<file path="src/rtl/q_pulse_monitor_if.sv">
// q_pulse_monitor_if
// Groups the control inputs and status outputs of q_pulse_monitor.
//   en, din, clr          : monitor enable, sampled q level, statistics clear
//   filt                  : filtered level of din
//   rise_pulse/fall_pulse : one-cycle filtered edge strobes
//   rise_count, sat       : saturating rising-edge count and its sticky flag
//   high_len, len_valid   : last completed high-pulse length and update strobe
//   thresh_hit            : rise_count has reached the threshold
// master drives the inputs (upstream/bench); slave is the monitor itself.
interface q_pulse_monitor_if #(
  parameter int CNT_W = 8
);
  logic             en;
  logic             din;
  logic             clr;
  logic             filt;
  logic             rise_pulse;
  logic             fall_pulse;
  logic [CNT_W-1:0] rise_count;
  logic             sat;
  logic [CNT_W-1:0] high_len;
  logic             len_valid;
  logic             thresh_hit;

  modport master (
    output en, din, clr,
    input  filt, rise_pulse, fall_pulse, rise_count, sat, high_len, len_valid, thresh_hit
  );

  modport slave (
    input  en, din, clr,
    output filt, rise_pulse, fall_pulse, rise_count, sat, high_len, len_valid, thresh_hit
  );
endinterface

</file>
<file path="src/rtl/q_pulse_monitor.sv">
// q_pulse_monitor
// Watches the registered AND-gate flop output (din), debounces it with a
// four-state stability filter, strobes filtered rising/falling edges, counts
// rising edges (saturating, with sticky sat), measures each completed high
// pulse and flags when the rise count reaches THRESH.
// Ports:
//   clk   : rising-edge clock
//   rst_n : asynchronous active-low reset
//   bus   : q_pulse_monitor_if.slave (en, din, clr in; status out)
module q_pulse_monitor #(
  parameter int STABLE_CYCLES = 2,
  parameter int CNT_W         = 8,
  parameter int THRESH        = 4
) (
  input logic              clk,
  input logic              rst_n,
  q_pulse_monitor_if.slave bus
);

  typedef enum logic [1:0] {
    S_LOW  = 2'd0,
    P_HIGH = 2'd1,
    S_HIGH = 2'd2,
    P_LOW  = 2'd3
  } state_t;

  localparam logic [3:0]       STABLE_V = 4'(STABLE_CYCLES);
  localparam logic [CNT_W-1:0] CNT_MAX  = '1;

  function automatic logic [CNT_W-1:0] sat_inc(input logic [CNT_W-1:0] v);
    return (v == CNT_MAX) ? v : v + CNT_W'(1);
  endfunction

  state_t           state;
  state_t           state_nxt;
  logic [3:0]       run;
  logic [3:0]       run_nxt;
  logic             filt;
  logic             filt_nxt;
  logic             rise_evt;
  logic             fall_evt;

  logic             rise_pulse;
  logic             fall_pulse;
  logic             len_valid;
  logic             sat;
  logic [CNT_W-1:0] rise_count;
  logic [CNT_W-1:0] high_len;
  logic [CNT_W-1:0] len_cnt;

  // filter state register
  always_ff @(posedge clk or negedge rst_n) begin
    if (!rst_n) begin
      state <= S_LOW;
      run   <= '0;
    end else begin
      state <= state_nxt;
      run   <= run_nxt;
    end
  end

  // filter next-state: a pending state needs STABLE_CYCLES agreeing samples
  // in a row; one disagreeing sample falls back to the settled level
  always_comb begin
    state_nxt = state;
    run_nxt   = run;
    if (bus.en) begin
      unique case (state)
        S_LOW: begin
          if (bus.din) begin
            if (STABLE_V == 4'd1) begin
              state_nxt = S_HIGH;
              run_nxt   = '0;
            end else begin
              state_nxt = P_HIGH;
              run_nxt   = 4'd1;
            end
          end
        end
        P_HIGH: begin
          if (bus.din) begin
            if (run + 4'd1 >= STABLE_V) begin
              state_nxt = S_HIGH;
              run_nxt   = '0;
            end else begin
              run_nxt = run + 4'd1;
            end
          end else begin
            state_nxt = S_LOW;
            run_nxt   = '0;
          end
        end
        S_HIGH: begin
          if (!bus.din) begin
            if (STABLE_V == 4'd1) begin
              state_nxt = S_LOW;
              run_nxt   = '0;
            end else begin
              state_nxt = P_LOW;
              run_nxt   = 4'd1;
            end
          end
        end
        P_LOW: begin
          if (!bus.din) begin
            if (run + 4'd1 >= STABLE_V) begin
              state_nxt = S_LOW;
              run_nxt   = '0;
            end else begin
              run_nxt = run + 4'd1;
            end
          end else begin
            state_nxt = S_HIGH;
            run_nxt   = '0;
          end
        end
        default: begin
          state_nxt = S_LOW;
          run_nxt   = '0;
        end
      endcase
    end
  end

  // filter outputs: filt is high while settled high or pending a fall, so an
  // edge event is exactly a change of that decode across the clock edge
  always_comb begin
    filt     = (state == S_HIGH) || (state == P_LOW);
    filt_nxt = (state_nxt == S_HIGH) || (state_nxt == P_LOW);
    rise_evt = !filt && filt_nxt;
    fall_evt = filt && !filt_nxt;
  end

  // statistics register stage: pulses follow the filter edge; clr overrides
  // the statistics but leaves the in-progress length counter running
  always_ff @(posedge clk or negedge rst_n) begin
    if (!rst_n) begin
      rise_pulse <= 1'b0;
      fall_pulse <= 1'b0;
      len_valid  <= 1'b0;
      sat        <= 1'b0;
      rise_count <= '0;
      high_len   <= '0;
      len_cnt    <= '0;
    end else begin
      rise_pulse <= rise_evt;
      fall_pulse <= fall_evt;
      len_valid  <= fall_evt && !bus.clr;

      if (bus.en) begin
        if (rise_evt) begin
          len_cnt <= CNT_W'(1);
        end else if (filt && !fall_evt) begin
          len_cnt <= sat_inc(len_cnt);
        end
      end

      if (bus.clr) begin
        rise_count <= '0;
        sat        <= 1'b0;
        high_len   <= '0;
      end else begin
        if (rise_evt) begin
          rise_count <= sat_inc(rise_count);
          if (sat_inc(rise_count) == CNT_MAX) begin
            sat <= 1'b1;
          end
        end
        if (fall_evt) begin
          high_len <= len_cnt;
        end
      end
    end
  end

  generate
    if (THRESH == 0) begin : g_thr_always
      assign bus.thresh_hit = 1'b1;
    end else begin : g_thr_cmp
      assign bus.thresh_hit = (rise_count >= CNT_W'(THRESH));
    end
  endgenerate

  assign bus.filt       = filt;
  assign bus.rise_pulse = rise_pulse;
  assign bus.fall_pulse = fall_pulse;
  assign bus.rise_count = rise_count;
  assign bus.sat        = sat;
  assign bus.high_len   = high_len;
  assign bus.len_valid  = len_valid;

endmodule

</file>
<file path="src/flat_wrapper.sv">
// flat-port wrapper written by rule: the top's interface ports become plain ports
module q_pulse_monitor_flat 
#(
  parameter int STABLE_CYCLES = 2,
  parameter int CNT_W         = 8,
  parameter int THRESH        = 4
)
  (clk, rst_n, bus_en, bus_din, bus_clr, bus_filt, bus_rise_pulse, bus_fall_pulse, bus_rise_count, bus_sat, bus_high_len, bus_len_valid, bus_thresh_hit);
  q_pulse_monitor_if #(.CNT_W(CNT_W)) bus_i ();
  input logic clk;
  input logic rst_n;
  input wire logic [$bits(bus_i.en)-1:0] bus_en;
  input wire logic [$bits(bus_i.din)-1:0] bus_din;
  input wire logic [$bits(bus_i.clr)-1:0] bus_clr;
  output wire logic [$bits(bus_i.filt)-1:0] bus_filt;
  output wire logic [$bits(bus_i.rise_pulse)-1:0] bus_rise_pulse;
  output wire logic [$bits(bus_i.fall_pulse)-1:0] bus_fall_pulse;
  output wire logic [$bits(bus_i.rise_count)-1:0] bus_rise_count;
  output wire logic [$bits(bus_i.sat)-1:0] bus_sat;
  output wire logic [$bits(bus_i.high_len)-1:0] bus_high_len;
  output wire logic [$bits(bus_i.len_valid)-1:0] bus_len_valid;
  output wire logic [$bits(bus_i.thresh_hit)-1:0] bus_thresh_hit;
  assign bus_i.en = bus_en;
  assign bus_i.din = bus_din;
  assign bus_i.clr = bus_clr;
  assign bus_filt = bus_i.filt;
  assign bus_rise_pulse = bus_i.rise_pulse;
  assign bus_fall_pulse = bus_i.fall_pulse;
  assign bus_rise_count = bus_i.rise_count;
  assign bus_sat = bus_i.sat;
  assign bus_high_len = bus_i.high_len;
  assign bus_len_valid = bus_i.len_valid;
  assign bus_thresh_hit = bus_i.thresh_hit;
  q_pulse_monitor #(.STABLE_CYCLES(STABLE_CYCLES), .CNT_W(CNT_W), .THRESH(THRESH)) u_core (.clk(clk), .rst_n(rst_n), .bus(bus_i));
endmodule
</file>
<file path="config.mk">
export PLATFORM = sky130hd
export DESIGN_NAME = q_pulse_monitor_flat
export DESIGN_NICKNAME = d
export VERILOG_FILES = /design/src/rtl/q_pulse_monitor_if.sv /design/src/rtl/q_pulse_monitor.sv /design/src/flat_wrapper.sv
export SDC_FILE = /design/constraint.sdc
export NUM_CORES = 1
export LEC_CHECK = 0
export ABC_AREA = 1
export BUFFER_PORTS_ARGS = -buffer_cell sky130_fd_sc_hd__buf_2
export CAP_MARGIN = 5
export CORE_MARGIN = 1
export CORE_UTILIZATION = 57
export DETAILED_ROUTE_END_ITERATION = 12
export GPL_TIMING_DRIVEN = 0
export HOLD_SLACK_MARGIN = 0.03
export MAX_ROUTING_LAYER = met4
export PLACE_DENSITY = 0.91
export RECOVER_POWER = 50
export SLEW_MARGIN = 25
export SYNTH_ARGS = -nofsm -noshare
export SYNTH_HDL_FRONTEND = slang
export SYNTH_SLANG_ARGS = --single-unit
</file>
<file path="constraint.sdc">
create_clock -name clk -period 1.8 [get_ports clk]
set_input_delay 0.27 -clock clk [delete_from_list [all_inputs] [get_ports clk]]
set_output_delay 0.27 -clock clk [all_outputs]
set_load 0.01 [all_outputs]
</file>
# Word-level counts from Yosys, hierarchy flattened
# Cells that the tools add are included.
dict set report classes {
  addsub 3
  n_lt_le_gt_ge 2
  eq_ne 11
  mux 25
  n_reduce_logical 18
}
# op count
set ops {}
lappend ops {{$mux 8} 8}
lappend ops {{$eq 8x8->1 const B} 3}
lappend ops {{$mux 4} 5}
lappend ops {{$add 8x1->8 const B} 2}
lappend ops {{$pmux 4 s4} 1}
lappend ops {{$mux 2} 7}
lappend ops {{$eq 2x2->1 const B} 4}
lappend ops {{$ge 8x3->1 const B} 1}
lappend ops {{$pmux 2 s4} 1}
lappend ops {{$reduce_bool 2->1} 4}
lappend ops {{$reduce_and 3->1} 2}
lappend ops {{$add 4x1->4 const B} 1}
lappend ops {{$ge 4x2->1 const B} 1}
lappend ops {{$logic_and 1x1->1} 4}
lappend ops {{$logic_not 1->1} 4}
lappend ops {{$ne 2x2->1 const B} 2}
lappend ops {{$mux 1} 3}
lappend ops {{$eq 2x1->1 const B} 1}
lappend ops {{$logic_not 2->1} 1}
lappend ops {{$logic_or 1x1->1} 2}
lappend ops {{$ne 2x1->1 const B} 1}
lappend ops {{$reduce_and 2->1} 1}
dict set report totals {
  ff_bits 34
  input_bits 5
  output_inout_bits 22
  elab_cells 68
}

# Depth between registers and ports, before layout
dict set report logic_depth {
  depth_word 14
  mapped_depth 13
}

# Worst setup path before layout
# OpenSTA, ideal clock, no wires.
dict set report synth_timing {
  path_type {reg2reg}
  start {register u_core.run[0]}
  end {register u_core.len_cnt[7]}
  setup_time_ps 118
  arrival_time_ps 1471
  required_time_ps 1682
  setup_slack_ps 211
  stages_incl_launch_ff 10
  period_less_slack_ps 1589
  path_cell_list {dfrtp_1 -> ha_1 -> nand2_1 -> nor2_4 -> nand3_4 -> nand3_4 -> a21oi_4 -> nand2_4 -> nand2_1 -> nand2_1}
}
dict set report synth_between {
  elab_chain_len 14
  elab_cells_between_ends 20
}
# item line
set synth_rtl {}
lappend synth_rtl {{start: declaration} q_pulse_monitor.sv:36} ;# logic [3:0] run;
lappend synth_rtl {{start signal: assignment} q_pulse_monitor.sv:58} ;# run <= run_nxt;
lappend synth_rtl {{$add 4x1->4 *} {q_pulse_monitor.sv:82, q_pulse_monitor.sv:106}}
lappend synth_rtl {{$ge 4x2->1 *} {q_pulse_monitor.sv:82, q_pulse_monitor.sv:106}}
lappend synth_rtl {{$mux 2 (on tied branches)} {q_pulse_monitor.sv:106, q_pulse_monitor.sv:82}}
lappend synth_rtl {{$mux 2 (on tied branches)} {q_pulse_monitor.sv:105, q_pulse_monitor.sv:81}}
lappend synth_rtl {{$pmux 2 s4 *} q_pulse_monitor.sv:68} ;# unique case (state)
lappend synth_rtl {{$mux 2 *} q_pulse_monitor.sv:67} ;# if (bus.en) begin
lappend synth_rtl {{$eq 2x2->1} q_pulse_monitor.sv:129} ;# filt_nxt = (state_nxt == S_HIGH) || (state_nxt == P_LOW);
lappend synth_rtl {{$logic_or 1x1->1 *} q_pulse_monitor.sv:129}
lappend synth_rtl {{$logic_not 1->1} q_pulse_monitor.sv:131} ;# fall_evt = filt && !filt_nxt;
lappend synth_rtl {{$logic_and 1x1->1} q_pulse_monitor.sv:131}
lappend synth_rtl {{$logic_not 1->1} q_pulse_monitor.sv:153} ;# end else if (filt && !fall_evt) begin
lappend synth_rtl {{$logic_and 1x1->1} q_pulse_monitor.sv:153}
lappend synth_rtl {{$reduce_bool 2->1 (no line)} --}
lappend synth_rtl {{$reduce_and 3->1 (no line)} --}
lappend synth_rtl {{end signal: assignment} q_pulse_monitor.sv:154} ;# len_cnt <= sat_inc(len_cnt);
lappend synth_rtl {{end: declaration} q_pulse_monitor.sv:49} ;# logic [CNT_W-1:0] len_cnt;
# Mark *: on every way between the ends. The rest lies on a longest branch, timed or not.
# A chain may end at the register's enable or synchronous reset.

# Worst setup path in the final report
dict set report layout_timing {
  start {register u_core.run[1]}
  end {register u_core.len_cnt[5]}
}
dict set report layout_between {
  elab_chain_len 14
  elab_cells_between_ends 20
}
# item line
set layout_rtl {}
lappend layout_rtl {{$add 4x1->4 *} {q_pulse_monitor.sv:82, q_pulse_monitor.sv:106}}
lappend layout_rtl {{$ge 4x2->1 *} {q_pulse_monitor.sv:82, q_pulse_monitor.sv:106}}
lappend layout_rtl {{$mux 2 (on tied branches)} {q_pulse_monitor.sv:106, q_pulse_monitor.sv:82}}
lappend layout_rtl {{$mux 2 (on tied branches)} {q_pulse_monitor.sv:105, q_pulse_monitor.sv:81}}
lappend layout_rtl {{$pmux 2 s4 *} q_pulse_monitor.sv:68}
lappend layout_rtl {{$mux 2 *} q_pulse_monitor.sv:67}
lappend layout_rtl {{via u_core.state_nxt[1]} q_pulse_monitor.sv:35} ;# state_t state_nxt;
lappend layout_rtl {{$eq 2x2->1} q_pulse_monitor.sv:129}
lappend layout_rtl {{$logic_or 1x1->1 *} q_pulse_monitor.sv:129}
lappend layout_rtl {{$logic_not 1->1} q_pulse_monitor.sv:131}
lappend layout_rtl {{$logic_and 1x1->1} q_pulse_monitor.sv:131}
lappend layout_rtl {{$logic_not 1->1} q_pulse_monitor.sv:153}
lappend layout_rtl {{$logic_and 1x1->1} q_pulse_monitor.sv:153}
lappend layout_rtl {{$reduce_bool 2->1 (no line)} --}
lappend layout_rtl {{$reduce_and 3->1 (no line)} --}
# The timed path passes the listed nets; every way through them passes the cells marked *.

==> summary.md <==
| Metric | Value |
|---|---|
| Status | `finished, final reports clean` |
| Routability cong. | `0.950` |
| Antenna fix cells | `0` |
| Slew @ Worst Pin | `817 ps` |
| Fraction of synthesized cell area taken by the top area cell type | `43.2%` |
| Syn Area/Cell | `8.04 um2` |
| Slowest stage delay, CP | `410 ps` |
| Crit-path slowest cell | `dfrtp_1` |
| DR vias | `1722` |
| Flops & latches, synth | `34` |
| Critical-path cell list | `inv_1, ha_1, nand2_2, nor2_4, nand3_4, nand2_4, o21ai_4, buf_6, nand3b_1, nand2_1` |
| CORE AREA | `3150 um2` |
| Crit-path max FO | `5` |
| Final Cell Area | `2330 um2` |
| Starting Density | `62.5%` |
| Pwr Total | `2.12 mW` |
| # clock sinks | `34` |
| DP Wirelength | `2.90 mm` |
| Fillers | `232` |
| Final ANT Viol Nets | `0` |
| CP Launch Type | `register` |
| Max cap viols | `0` |
| Synth warnings | `0` |
| Synth unique cells | `29` |
| CTS buffer count | `5` |
| Gr ovfl total | `0` |
| TritonCTS clock tree | `built` |
| FP Rows | `20` |
| Power Dens Cells | `913 nW/um2` |
| Post-synthesis cell area | `1970 um2` |
| DRC viols | `0` |
| Sequential area share after synthesis | `43.2%` |
| Dpl cell area | `2150 um2` |
| Clock skew | `9.71 ps` |
| Max_slew headroom | `45.6%` |
| Period minus WS final | `1750 ps` |
| Die span in y | `60.8 um` |
| CP required | `2090 ps` |
| Leakage | `1.21 nW` |
| Maximum number of pins on one net before global-route repair | `35` |
| Wirelength per Cell | `12.8 um` |
| Largest cells by area after synthesis | `dfrtp_1, nand2_1, nand3_1` |
| Post-synth top area cell | `dfrtp_1` |
| Hold Crit Class | `primary input to register` |
| CTS max path bufs | `2` |
| Synth Net Count | `255` |
| Ports | `27` |
| Router iterations before antenna repair | `4` |
| Pins Over Slew Limit | `0` |
| DR iter-0 viols | `123` |
| Initial antenna violation count | `0` |
| Worst EP arrival | `2040 ps` |
| CTS Root Cell | `clkbuf_4` |
| Insertion delay of the later-clocked pin in the worst-skew pair | `350 ps` |
| Hold Fails Final Rpt | `0` |
| Unrepaired setup endpoints after global routing | `true` |
| Die W | `60.8 um` |
| WL final | `4.25 mm` |
| Area growth syn-to-layout | `18.1%` |
| Nets | `297` |
| Clk pin slew, worst setup/hold paths | `110 ps` |
| Setup CP Type | `register to register` |
| Final setup vio count | `0` |
| Global Route Usage Sum | `26.0%` |
| H-tree levels | `2` |
| Die footprint | `3690 um2` |
| Mapped Cells | `245` |
| IO buf count | `26` |
| Layout cells sized above 1 | `22.6%` |
| Vias in the first global route | `1581` |
| Part of the cycle the worst path needs | `97.4%` |
| Max IR drop VDD | `0.000572 V` |
| FMAX | `570 MHz` |
| First-pass GRT wire length | `6.73 mm` |
| Crit path capture type | `register` |
| DR vias/cell | `5.19` |
## final cells by class
cell class                      count  area [um2]  share of cell area [%]
Multi-Input combinational cell    170         983                    42.3
Tap cell                           44        55.1                    2.37
Inverter                           38         143                    6.13
Clock buffer                        8        78.8                    3.39
Buffer                              3        18.8                   0.807
Sequential cell                    34         855                    36.7
Timing Repair Buffer               35         193                    8.28
## where the power goes
group / internal (mW) / leakage [nW] / switching, mW
combinational: 0.271 / 0.706 / 0.380
sequential: 0.844 / 0.462 / 0.101
clock: 0.267 / 0.0446 / 0.262
total: 1.38 / 1.21 / 0.743
## synthesized netlist by cell type, drive strengths merged
cell type	count
a21oi	1
xor2	5
o22ai	3
nor2	16
or2	1
inv	38
dfrtp	34
nand3	30
o21bai	1
a21boi	1
a22o	1
o21ai	12
nor3	2
nor4	2
nand2	81
clkbuf	2
ha	5
nand3b	6
buf	1
nand4	2
xnor2	1
## critical path: cells and delay by family (launching register included)
family	cells	cell delay (ps)
buffers and inverters	2	230
and+or+nand+nor	6	460
DFF	1	410
AOI/OAI and AO/OA	1	280
adders and majority gates	1	300
## layout by cell type, fill, tap and decap left out, types with 9 or more instances in the layout
cell type / count
dfrtp_1: 31
buf_2: 13
inv_1: 34
nand3_1: 28
nor2_1: 9
nand2_1: 68
o21ai_0: 10
clkbuf_1: 14
nand2_2: 10
## what timing repair did
item	4_1_cts	5_1_grt
setup endpoints to repair	8	20
resized for setup	0	12
pin swaps	2	4
hold buffers	1	0
setup buffers	6	2
hold endpoints to repair	34	0
## per-stage QoR
step | setup slack (ps) | util (%) | hold WS, ps | cells | setup TNS [ps]
floorplan | 211 | - | -25.6 | 245 | 0
global placement | 63.4 | 68.3 | 380 | 315 | 0
detailed placement | -8.14 | 68.3 | 375 | 315 | -9.79
CTS | 22.4 | 72.6 | 125 | 330 | 0
global route | -41.1 | 73.8 | 131 | 332 | -253
finish | 46.0 | 73.8 | 133 | 332 | 0
## per-layer routing
| metal | vias up | track usage, % | part of all wire (%) |
|---|---|---|---|
| met2 | 58 | 42.7 | 50 |
| li1 | 860 | - | - |
| met5 | - | - | 0 |
| met3 | 10 | 7.04 | 5.4 |
| met1 | 794 | 30.5 | 43 |
| met4 | 0 | 9.74 | 1.6 |
## kinds of logic after synthesis
| group | synth area share (%) |
|---|---|
| flip-flops | 43.2 |
| adder cells (fa/ha/maj) | 3.18 |
| AND/OR/NAND/NOR | 36.1 |
| XOR/XNOR | 2.67 |
| AO/OA/AOI/OAI | 6.61 |
| buffers and inverters | 8.20 |
## flip-flops by register name, summed over array words and instances, names as in the netlist
name	cells
u_core.bus.rise_count	8
u_core.len_cnt	8
u_core.run	4
u_core.bus.rise_pulse	1
u_core.bus.high_len	8
u_core.state	2
u_core.bus.len_valid	1
u_core.bus.fall_pulse	1
u_core.bus.sat	1
## final timing paths
| check | from | end | slack (ps) | depth (start not counted) |
|---|---|---|---|---|
| min reg2reg | u_core.len_cnt[7] | u_core.len_cnt[7] | 500 | 2 |
| max | u_core.run[1] | u_core.len_cnt[5] | 50 | 10 |
| min in group asynchronous | rst_n | u_core.bus.rise_count[5] | 530 | 2 |
| max reg2reg | u_core.run[1] | u_core.len_cnt[5] | 50 | 10 |
| min | bus_clr | u_core.bus.sat | 130 | 2 |
| max in group asynchronous | rst_n | u_core.len_cnt[0] | 700 | 2 |
(Power assumes the default switching activity.)
